===== config.mk =====
export PLATFORM = sky130hd
export DESIGN_NAME = draw_rect
export DESIGN_NICKNAME = d
export VERILOG_FILES = /design/src/rtl/draw_rect.sv
export SDC_FILE = /design/constraint.sdc
export NUM_CORES = 1
export LEC_CHECK = 0
export BUFFER_PORTS_ARGS = -buffer_cell sky130_fd_sc_hd__buf_4
export CAP_MARGIN = 40
export CORE_MARGIN = 2
export CORE_UTILIZATION = 50
export DETAILED_ROUTE_END_ITERATION = 12
export GPL_ROUTABILITY_DRIVEN = 0
export PLACE_DENSITY = 0.8
export REMOVE_ABC_BUFFERS = 1
export SYNTH_ARGS = -nofsm -noshare
export SYNTH_HDL_FRONTEND = slang
export SYNTH_SLANG_ARGS = --single-unit

===== constraint.sdc =====
create_clock -name pclk -period 3.3 [get_ports pclk]
set_clock_uncertainty 0.2 [all_clocks]
set_input_delay 0.66 -clock pclk [delete_from_list [all_inputs] [get_ports pclk]]
set_output_delay 0.66 -clock pclk [all_outputs]
set_load 0.03 [all_outputs]

===== src/rtl/draw_rect.sv =====
// Rectangle overlay: composites a solid rectangle over the incoming pixel stream.
// Latency: 2 pclk cycles, identical for colour and timing outputs.
// Backpressure: none; free-running pixel stream, one pixel accepted every cycle.
//
// Ports:
//   pclk, rst              pixel clock, asynchronous active-low reset
//   hcount_in..vblnk_in    timing from the upstream timing stage
//   rgb_in                 background colour (4:4:4)
//   xpos, ypos             rectangle top-left corner, sampled once per frame
//   hcount_out..vblnk_out  timing delayed by 2 cycles to line up with rgb_out
//   rgb_out                composited colour
// Optional feature: define DRAW_RECT_BORDER_EN to paint the rectangle outline
// in BORDER_COLOR.
module draw_rect #(
  parameter int          RECT_WIDTH   = 48,
  parameter int          RECT_HEIGHT  = 64,
  parameter logic [11:0] RECT_COLOR   = 12'hF80,
  parameter logic [11:0] BORDER_COLOR = 12'h000
) (
  input  logic        pclk,
  input  logic        rst,
  input  logic [10:0] hcount_in,
  input  logic [10:0] vcount_in,
  input  logic        hsync_in,
  input  logic        vsync_in,
  input  logic        hblnk_in,
  input  logic        vblnk_in,
  input  logic [11:0] rgb_in,
  input  logic [11:0] xpos,
  input  logic [11:0] ypos,
  output logic [10:0] hcount_out,
  output logic [10:0] vcount_out,
  output logic        hsync_out,
  output logic        vsync_out,
  output logic        hblnk_out,
  output logic        vblnk_out,
  output logic [11:0] rgb_out
);

  localparam logic [12:0] W13 = 13'(RECT_WIDTH);
  localparam logic [12:0] H13 = 13'(RECT_HEIGHT);

  // Frame-latched position and vblank edge detector
  logic [11:0] x_lat;
  logic [11:0] y_lat;
  logic        vblnk_prev;
  logic        vblnk_rise;

  assign vblnk_rise = vblnk_in & ~vblnk_prev;

  always_ff @(posedge pclk or negedge rst) begin
    if (!rst) begin
      x_lat      <= '0;
      y_lat      <= '0;
      vblnk_prev <= 1'b0;
    end else begin
      vblnk_prev <= vblnk_in;
      // Position only moves at the start of vertical blanking so a frame
      // never shows the rectangle at two places.
      if (vblnk_rise) begin
        x_lat <= xpos;
        y_lat <= ypos;
      end
    end
  end

  // Hit test in 13 bits so rectangles near the 12-bit limit do not wrap.
  logic [12:0] hc13, vc13, x_lo, y_lo, x_end, y_end;
  logic        in_rect_c;

  assign hc13  = {2'b00, hcount_in};
  assign vc13  = {2'b00, vcount_in};
  assign x_lo  = {1'b0, x_lat};
  assign y_lo  = {1'b0, y_lat};
  assign x_end = x_lo + W13;
  assign y_end = y_lo + H13;

  assign in_rect_c = (hc13 >= x_lo) && (hc13 < x_end) &&
                     (vc13 >= y_lo) && (vc13 < y_end);

`ifdef DRAW_RECT_BORDER_EN
  logic border_c;
  logic border_s1;

  assign border_c = (hc13 == x_lo) || (hc13 == x_end - 13'd1) ||
                    (vc13 == y_lo) || (vc13 == y_end - 13'd1);
`endif

  // Stage 1: timing, background colour and hit flag
  logic [10:0] hcount_s1, vcount_s1;
  logic        hsync_s1, vsync_s1, hblnk_s1, vblnk_s1;
  logic [11:0] rgb_s1;
  logic        in_rect_s1;

  always_ff @(posedge pclk or negedge rst) begin
    if (!rst) begin
      hcount_s1  <= '0;
      vcount_s1  <= '0;
      hsync_s1   <= 1'b0;
      vsync_s1   <= 1'b0;
      hblnk_s1   <= 1'b0;
      vblnk_s1   <= 1'b0;
      rgb_s1     <= '0;
      in_rect_s1 <= 1'b0;
    end else begin
      hcount_s1  <= hcount_in;
      vcount_s1  <= vcount_in;
      hsync_s1   <= hsync_in;
      vsync_s1   <= vsync_in;
      hblnk_s1   <= hblnk_in;
      vblnk_s1   <= vblnk_in;
      rgb_s1     <= rgb_in;
      in_rect_s1 <= in_rect_c;
    end
  end

`ifdef DRAW_RECT_BORDER_EN
  always_ff @(posedge pclk or negedge rst) begin
    if (!rst) border_s1 <= 1'b0;
    else      border_s1 <= border_c;
  end
`endif

  // Stage 2: colour select; blanking always forces black
  logic [11:0] rect_pix;
  logic [11:0] rgb_nxt;

`ifdef DRAW_RECT_BORDER_EN
  assign rect_pix = border_s1 ? BORDER_COLOR : RECT_COLOR;
`else
  assign rect_pix = RECT_COLOR;
`endif

  always_comb begin
    rgb_nxt = rgb_s1;
    if (hblnk_s1 || vblnk_s1) rgb_nxt = 12'h000;
    else if (in_rect_s1)      rgb_nxt = rect_pix;
  end

  always_ff @(posedge pclk or negedge rst) begin
    if (!rst) begin
      hcount_out <= '0;
      vcount_out <= '0;
      hsync_out  <= 1'b0;
      vsync_out  <= 1'b0;
      hblnk_out  <= 1'b0;
      vblnk_out  <= 1'b0;
      rgb_out    <= '0;
    end else begin
      hcount_out <= hcount_s1;
      vcount_out <= vcount_s1;
      hsync_out  <= hsync_s1;
      vsync_out  <= vsync_s1;
      hblnk_out  <= hblnk_s1;
      vblnk_out  <= vblnk_s1;
      rgb_out    <= rgb_nxt;
    end
  end

endmodule

* Word-level counts from Yosys, hierarchy flattened
Index checks and enable logic that the tools add are counted.
** Word-level totals
- Register bits after elaboration :: 101
- Input bits :: 64
- Output and inout port bits :: 38
- Logic and storage cells :: 31
** Cells by class
- Add/sub/neg operators :: 2
- Magnitude comparators :: 4
- Muxes and demuxes :: 2
- Bitwise operators :: 2
- Reduce and logical (&&, ||, !) cells :: 4
** Operator list (count)
- 11-bit by 13-bit < comparator with 1-bit output :: 2
- 11-bit by 12-bit >= comparator with 1-bit output :: 2
- 12-bit 2-to-1 mux :: 2
- 12-bit by 6-bit adder with 13-bit output (second input constant) :: 1
- 12-bit by 7-bit adder with 13-bit output (second input constant) :: 1
- 1-bit logical AND :: 3
- 1-bit AND :: 1
- 1-bit logical OR :: 1
- 1-bit NOT :: 1

* Longest topological paths before layout
Gate-level depths: netlist of run 1.
- Word-level depth :: 5
- Mapped depth :: 10
- Depth with buffers taken out :: 10

* Worst setup path after synthesis of run 1
OpenSTA, ideal clock, no wires.
- Path kind :: flip-flop to flip-flop
- From :: register x_lat[4]
- To :: register in_rect_s1
- Library setup time :: 0.096 ns
- Data arrival time :: 1.983 ns
- Required time :: 3.004 ns
- Slack :: 1.022 ns
- Cell stages (with the launch flop) :: 10
- Path buffers :: 0
- Clock period less this slack :: 2.278 ns
- Path through :: dfrtp_1 -> inv_1 -> ha_1 -> nor3_1 -> xnor2_1 -> ha_1 -> nand4_1 -> a211oi_1 -> o311a_1 -> nor4_2
** On the way
- Word-level cells in the longest chain between the ends :: 5
- Elaborated cells on any way between the ends :: 6
- Those cells by class :: add/sub (1); order compare (2); reduce/logical (3)
** Ends and longest elaborated chain
- start: declaration :: line 44 : logic [11:0] x_lat;
- start signal: assignment :: line 61 : x_lat <= xpos;
- 12-bit by 6-bit adder with 13-bit output :: line 75 : assign x_end = x_lo + W13;
- 11-bit by 13-bit < comparator with 1-bit output :: line 78 : assign in_rect_c = (hc13 >= x_lo) && (hc13 < x_end) &&
- 1-bit logical AND * (2 in a row) :: line 78
- 1-bit logical AND * :: line 79 : (vc13 >= y_lo) && (vc13 < y_end);
- named net in_rect_c :: line 69 : logic in_rect_c;
- end signal: assignment :: line 113 : in_rect_s1 <= in_rect_c;
- end: declaration :: line 93 : logic in_rect_s1;
Mark *: on every way through the listed nets, which the timed path passes. The rest lies on a longest branch.
A chain may end at the register's enable or synchronous reset.

* Final worst setup path of run 1
Same ends and word-level chain as after synthesis.

==> impl_metrics.tcl, run 1 <==
set metrics [dict create \
    antenna_left 0 \
    clock.fmax_ghz 0.400 \
    die_x_um 92.7 \
    p_leak_nw 2.50 \
    grt_pass1_vias 2645 \
    numClockSinks 101 \
    rsz0062_at_grt "false" \
    via_per_inst 4.96 \
    track_usage 0.192 \
    postRouteWirelength_um 7570 \
    final_cell_mix "buf_4, dfrtp_1, ha_1" \
    end_kind "register" \
    crit_family "simple AND/OR/NAND/NOR gates" \
    r2r_end "in_rect_s1$_DFF_PN0_" \
    cp_common_cell "ha_1" \
    max-slew-margin-rel 0.531 \
    stdcell_area_um2 5040 \
    netlist_area_um2 3940 \
    cp_num_buf_inv 1 \
    sw_frac_of_total 0.279 \
    areaGrowthSynthToFinish_pct 28.1 \
    dieArea_um2 8600 \
    crit_arrival_ns 2.57 \
    drv_slew 0 \
    p_seq_frac 0.520 \
    synth_seq_cells 101 \
    reg2regPathDepth 10 \
    start_util 0.512 \
    num_vias 2579 \
    grt_max_degree 58 \
    ys_types 42 \
    antenna_found_initial 0 \
    syn_inst 303 \
    h-tree-depth 3 \
    synth_ff_type "dfrtp_1" \
    setup_slack_ns 0.799 \
    critPathLaunchType "register" \
    cts_hold_buf 0 \
    numCtsBuffers 9 \
    num_rows 32 \
    tritoncts "done" \
    coreArea_um2 7690 \
    hold_path_class "primary input to asynchronous set/reset pin" \
    post_cts_resized 0 \
    outcome "completed" \
    crit_slowest_cell "dfrtp_1" \
    final_hold_viol_count 0 \
    hpwl_um 5640 \
    avgSynthCellArea_um2 13.0 \
    antennaDiodeCount 0 \
    finalNetCount 514 \
    first_iter_violations 117 \
    postCtsSetupBuffers 0 \
    clk_path_buf_depth 2 \
    power_density_nw_per_um2 521 \
    drcViolationCount 0 \
    first_pass_iters 4 \
    placed_area_um2 4850 \
    numPortBuffers 101 \
    setup_viol 0 \
    switching_power_mw 0.734 \
    reg2reg_slack_ns 0.80 \
    reg2reg_from "x_lat[4]$_DFFE_PN0P_" \
    path_max_fanout 5 \
    clk_pin_slew_ns 0.10 \
    critPathRequiredTime_ns 3.37 \
    peakVddDrop_mv 0.285 \
    min_period_over_period 0.758 \
    power.share.combinational 0.183 \
    die_y_um 92.7 \
    finalCriticalPeriod_ns 2.50 \
    path_cells "inv_1 -> ha_1 -> nor2_1 -> xnor2_1 -> ha_1 -> a21o_1 -> o211ai_1 -> nor4b_2 -> o21ai_1 -> nor4_2" \
    crit_type "register to register" \
    internal_power_mw 1.89 \
    worst_pin_slew_ns 0.704 \
    seq_area_frac_synth 0.642 \
    max_cap_viol_count 0 \
    crit_path_max_incr_delay_ns 0.42 \
    worst_skew_pair.late_latency_ns 0.36 \
    drive_gt1_frac 0.309 \
    grt_pass1_wl_um 12600 \
    yosysWarnings 0 \
    cp.depth 10 \
    synth_edf_count 0 \
    wl_per_cell_um 14.6 \
    place_ws_ns 0.877 \
    pwr-share-clk 0.297 \
    async_reset_ff_frac 1.00 \
    gr-total-overflow 0 \
    cp-endpoint "in_rect_s1$_DFF_PN0_" \
    cts_root_buffer "clkbuf_8" \
    finalSetupTns_ns 0 \
    io-pin-count 102 \
    final_common_cell "buf_4" \
    setup.worst_path.start "x_lat[4]$_DFFE_PN0P_" \
]
## metrics by stage
step           total power, mW   util  cells  hold slack (ns)
4_1_cts                   2.65  0.656    520            0.151
5_1_grt                   2.77  0.656    520            0.162
6_report                  2.63  0.656    520            0.146
3_5_place_dp              1.87  0.631    505            0.135
2_1_floorplan             1.66      -    298            0.131
3_3_place_gp              1.85  0.631    505            0.133
## final cells by class
cell class / count / area [µm²]
Clock buffer: 9 / 124
Clock inverter: 6 / 71.3
Fill cell: 575 / 2640
Inverter: 26 / 97.6
Multi-Input combinational cell: 171 / 1300
Sequential cell: 101 / 2530
Tap cell: 102 / 128
Timing Repair Buffer: 105 / 801
## synth_stat cells (all sizes together), types with 2 or more instances
| cell | number | area share |
|---|---|---|
| dfrtp | 101 | 0.64 |
| ha | 36 | 0.11 |
| o21ai | 28 | 0.036 |
| inv | 26 | 0.025 |
| nand2 | 24 | 0.023 |
| and2 | 9 | 0.014 |
| a21oi | 8 | 0.010 |
| xnor2 | 7 | 0.016 |
| a21o | 6 | 0.011 |
| nand4 | 5 | 0.0095 |
| o21a | 5 | 0.0095 |
| nor2 | 4 | 0.0038 |
| a31oi | 3 | 0.0048 |
| clkbuf | 3 | 0.0029 |
| mux2 | 3 | 0.0086 |
| nor2b | 3 | 0.0048 |
| nor3 | 3 | 0.0038 |
| o2111ai | 3 | 0.0067 |
| o211ai | 3 | 0.0070 |
| a221oi | 2 | 0.0044 |
| and3 | 2 | 0.0044 |
| buf | 2 | 0.0019 |
| nand2b | 2 | 0.0032 |
| nor4 | 2 | 0.0048 |
## sequential cells by signal, indices dropped and copies added (netlist names), 11 cells and up
| signal | count |
|---|---|
| vcount_s1 | 11 |
| x_lat | 12 |
| y_lat | 12 |
| hcount_out | 11 |
| rgb_out | 12 |
| vcount_out | 11 |
| rgb_s1 | 12 |
| hcount_s1 | 11 |
## routing by layer
layer	global-route usage	part of all wire
met1	0.259	0.44
met5	0	0
met2	0.306	0.49
met3	0.0309	0.045
met4	0.0907	0.022
## logic make-up (layout without fill, tap and decap cells)
group	after synthesis	after routing	synth area share
buf+inv	31	146	0.0296
xor+xnor	8	8	0.0178
simple gates	57	57	0.0785
flops	101	101	0.642
fa+ha+maj	36	36	0.114
mux	3	3	0.00858
compound gates	67	67	0.109
## worst min-delay path by stage
stage	startpoint	endpoint	slack, ns
2_1_floorplan	hcount_s1[0]$_DFF_PN0_	hcount_out[0]$_DFF_PN0_	0.13
3_3_place_gp	vcount_s1[4]$_DFF_PN0_	vcount_out[4]$_DFF_PN0_	0.13
3_5_place_dp	hcount_s1[10]$_DFF_PN0_	hcount_out[10]$_DFF_PN0_	0.13
4_1_cts	vcount_s1[10]$_DFF_PN0_	vcount_out[10]$_DFF_PN0_	0.15
5_1_grt	hcount_s1[9]$_DFF_PN0_	hcount_out[9]$_DFF_PN0_	0.16
6_report	rst	vcount_s1[6]$_DFF_PN0_	0.15
## power groups by stage
stage               Combinational [mW]  Clock, mW  Sequential (mW)
global placement                 0.459          0             1.39
detailed placement               0.477          0             1.39
CTS                              0.483      0.799             1.37
finish                           0.481      0.782             1.37
floorplan                        0.234          0             1.43
global route                     0.539      0.855             1.38
Power figures use the tool's default switching activity.
==> inputs of run 2 (changes only) <==
Clock period 3.3 ns to 2.5 ns, I/O delays scaled along.
==> run 2 against run 1 <==
Against the previous run:
- flip-flop and latch count is the same
- die area is the same
- sequential power grew 31%
- global-route usage shrank 0.23 points
- cell area grew 1.4%
- sequential share of layout area shrank 0.66 points
- routed wire length grew 2.4%
- first-iteration DRC count shrank 15%
- hold slack lost 0.099 ns
- clock power grew 22%
- clock-buffer cell count grew 2
- via count grew 2.1%
- critical path type unchanged
==> impl_metrics.tcl, run 2 (synthesized netlist as in run 1, its figures left out) <==
set metrics [dict create \
    drive_gt1_frac 0.330 \
    dieArea_um2 8600 \
    antenna_left 0 \
    grt_max_degree 47 \
    final_cell_mix "buf_4, dfrtp_1, ha_1" \
    die_y_um 92.7 \
    drcViolationCount 0 \
    holdPathEnd "rgb_s1[3]$_DFF_PN0_" \
    postRouteWirelength_um 7750 \
    via_per_inst 5.01 \
    finish.utilization 0.665 \
    regArea_um2 2530 \
    r2r_end "in_rect_s1$_DFF_PN0_" \
    antenna_found_initial 0 \
    clk_pin_slew_ns 0.10 \
    reg2regPathDepth 9 \
    setup_viol 0 \
    first_pass_iters 4 \
    gr-total-overflow 0 \
    numCtsBuffers 9 \
    first_iter_violations 99 \
    drv_slew 0 \
    crit_type "register to register" \
    cts_root_buffer "clkbuf_8" \
    finalNetCount 519 \
    peakVddDrop_mv 0.328 \
    path_max_fanout 4 \
    track_usage 0.190 \
    p_leak_nw 2.52 \
    h-tree-depth 3 \
    critPathLaunchType "register" \
    finalCriticalPeriod_ns 2.38 \
    num_rows 32 \
    holdPathStages 1 \
    outcome "completed" \
    tritoncts "done" \
    die_x_um 92.7 \
    hold_path_class "primary input to register" \
    hpwl_um 5810 \
    end_kind "register" \
    numPortBuffers 101 \
    min_period_over_period 0.952 \
    numClockSinks 101 \
    finalSetupTns_ns 0 \
    holdCritStartpoint "rgb_in[3]" \
    start_util 0.512 \
    worst_pin_slew_ns 0.597 \
    p_total_mw 3.43 \
    final_common_cell "buf_4" \
    power_density_nw_per_um2 670 \
    multiInputGateArea_um2 1330 \
    num_vias 2633 \
    fill_cells 597 \
    grt_pass1_wl_um 12600 \
    crit_arrival_ns 2.43 \
    clk_path_buf_depth 2 \
    coreArea_um2 7690 \
    max_cap_viol_count 0 \
    io-pin-count 102 \
    areaGrowthSynthToFinish_pct 29.9 \
    worst_skew_pair.late_latency_ns 0.35 \
    max-slew-margin-rel 0.602 \
    critPathRequiredTime_ns 2.56 \
    reg2reg_slack_ns 0.12 \
    hold_slack_ns 0.0475 \
    wl_per_cell_um 14.7 \
    antennaDiodeCount 0 \
    grt_pass1_vias 2697 \
    final_hold_viol_count 0 \
    clock.fmax_ghz 0.420 \
    reg2reg_from "x_lat[5]$_DFFE_PN0P_" \
]
## run 2: cell count changes in the layout (fill, tap and decap cells not counted), moves of 2 or more
| cell | delta |
|---|---|
| buf_4 | +3 |
| ha_1 | -2 |
| inv_1 | -2 |
| inv_2 | +2 |
## run 2: repair_timing
| item | 4_1_cts | 5_1_grt |
|---|---|---|
| pin swaps | 0 | 2 |
| gates resized for setup | 1 | 8 |
| setup endpoints to repair | 1 | 1 |
| hold endpoints to repair | 44 | 0 |
| hold buffers | 1 | 0 |
| setup buffers | 1 | 1 |
## run 2: routing by layer
layer,global-route usage,routed length (µm)
met5,0,0
met4,0.0846,131
met3,0.0325,372
met2,0.313,3980
met1,0.247,3270
## run 2: layout make-up
class / instances / area share
clock inverters: 5 / 0.00807
multi-input cells: 171 / 0.259
repair buffers: 110 / 0.167
inverters: 26 / 0.0191
clock buffers: 11 / 0.0276
flip-flops and latches: 101 / 0.494
well taps: 102 / 0.0250
## run 2: how the worst max path moves through the flow
stage	endpoint	slack [ns]	from
after floorplan	x_lat[0]$_DFFE_PN0P_	-0.08	vblnk_in
after global placement	in_rect_s1$_DFF_PN0_	0.15	x_lat[4]$_DFFE_PN0P_
after detailed placement	in_rect_s1$_DFF_PN0_	0.02	x_lat[4]$_DFFE_PN0P_
after CTS	in_rect_s1$_DFF_PN0_	0.04	x_lat[5]$_DFFE_PN0P_
after global routing	in_rect_s1$_DFF_PN0_	-0.03	x_lat[5]$_DFFE_PN0P_
final	in_rect_s1$_DFF_PN0_	0.12	x_lat[5]$_DFFE_PN0P_
## run 2: worst max-delay path: stages, from the launching register on
cell and delay, ns:
dfrtp_1 0.40, inv_2 0.07, ha_4 0.18, nor3_4 0.14
xnor2_1 0.16, ha_1 0.29, nand4_1 0.14, a211oi_1 0.08
o311a_1 0.37, nor4_2 0.25
## run 2: report_power, final
part / switching, mW / total [mW] / internal, mW
Combinational: 0.362 / 0.668 / 0.306
Sequential: 0.0593 / 1.80 / 1.74
Clock: 0.551 / 0.954 / 0.403
## run 2: through the flow
stage	cells	cell area (µm²)	setup slack, ns
2_1_floorplan	298	3920	-0.0805
5_1_grt	526	5110	-0.0327
4_1_cts	525	5080	0.0433
3_3_place_gp	507	4880	0.149
6_report	526	5110	0.121
3_5_place_dp	507	4880	0.0217
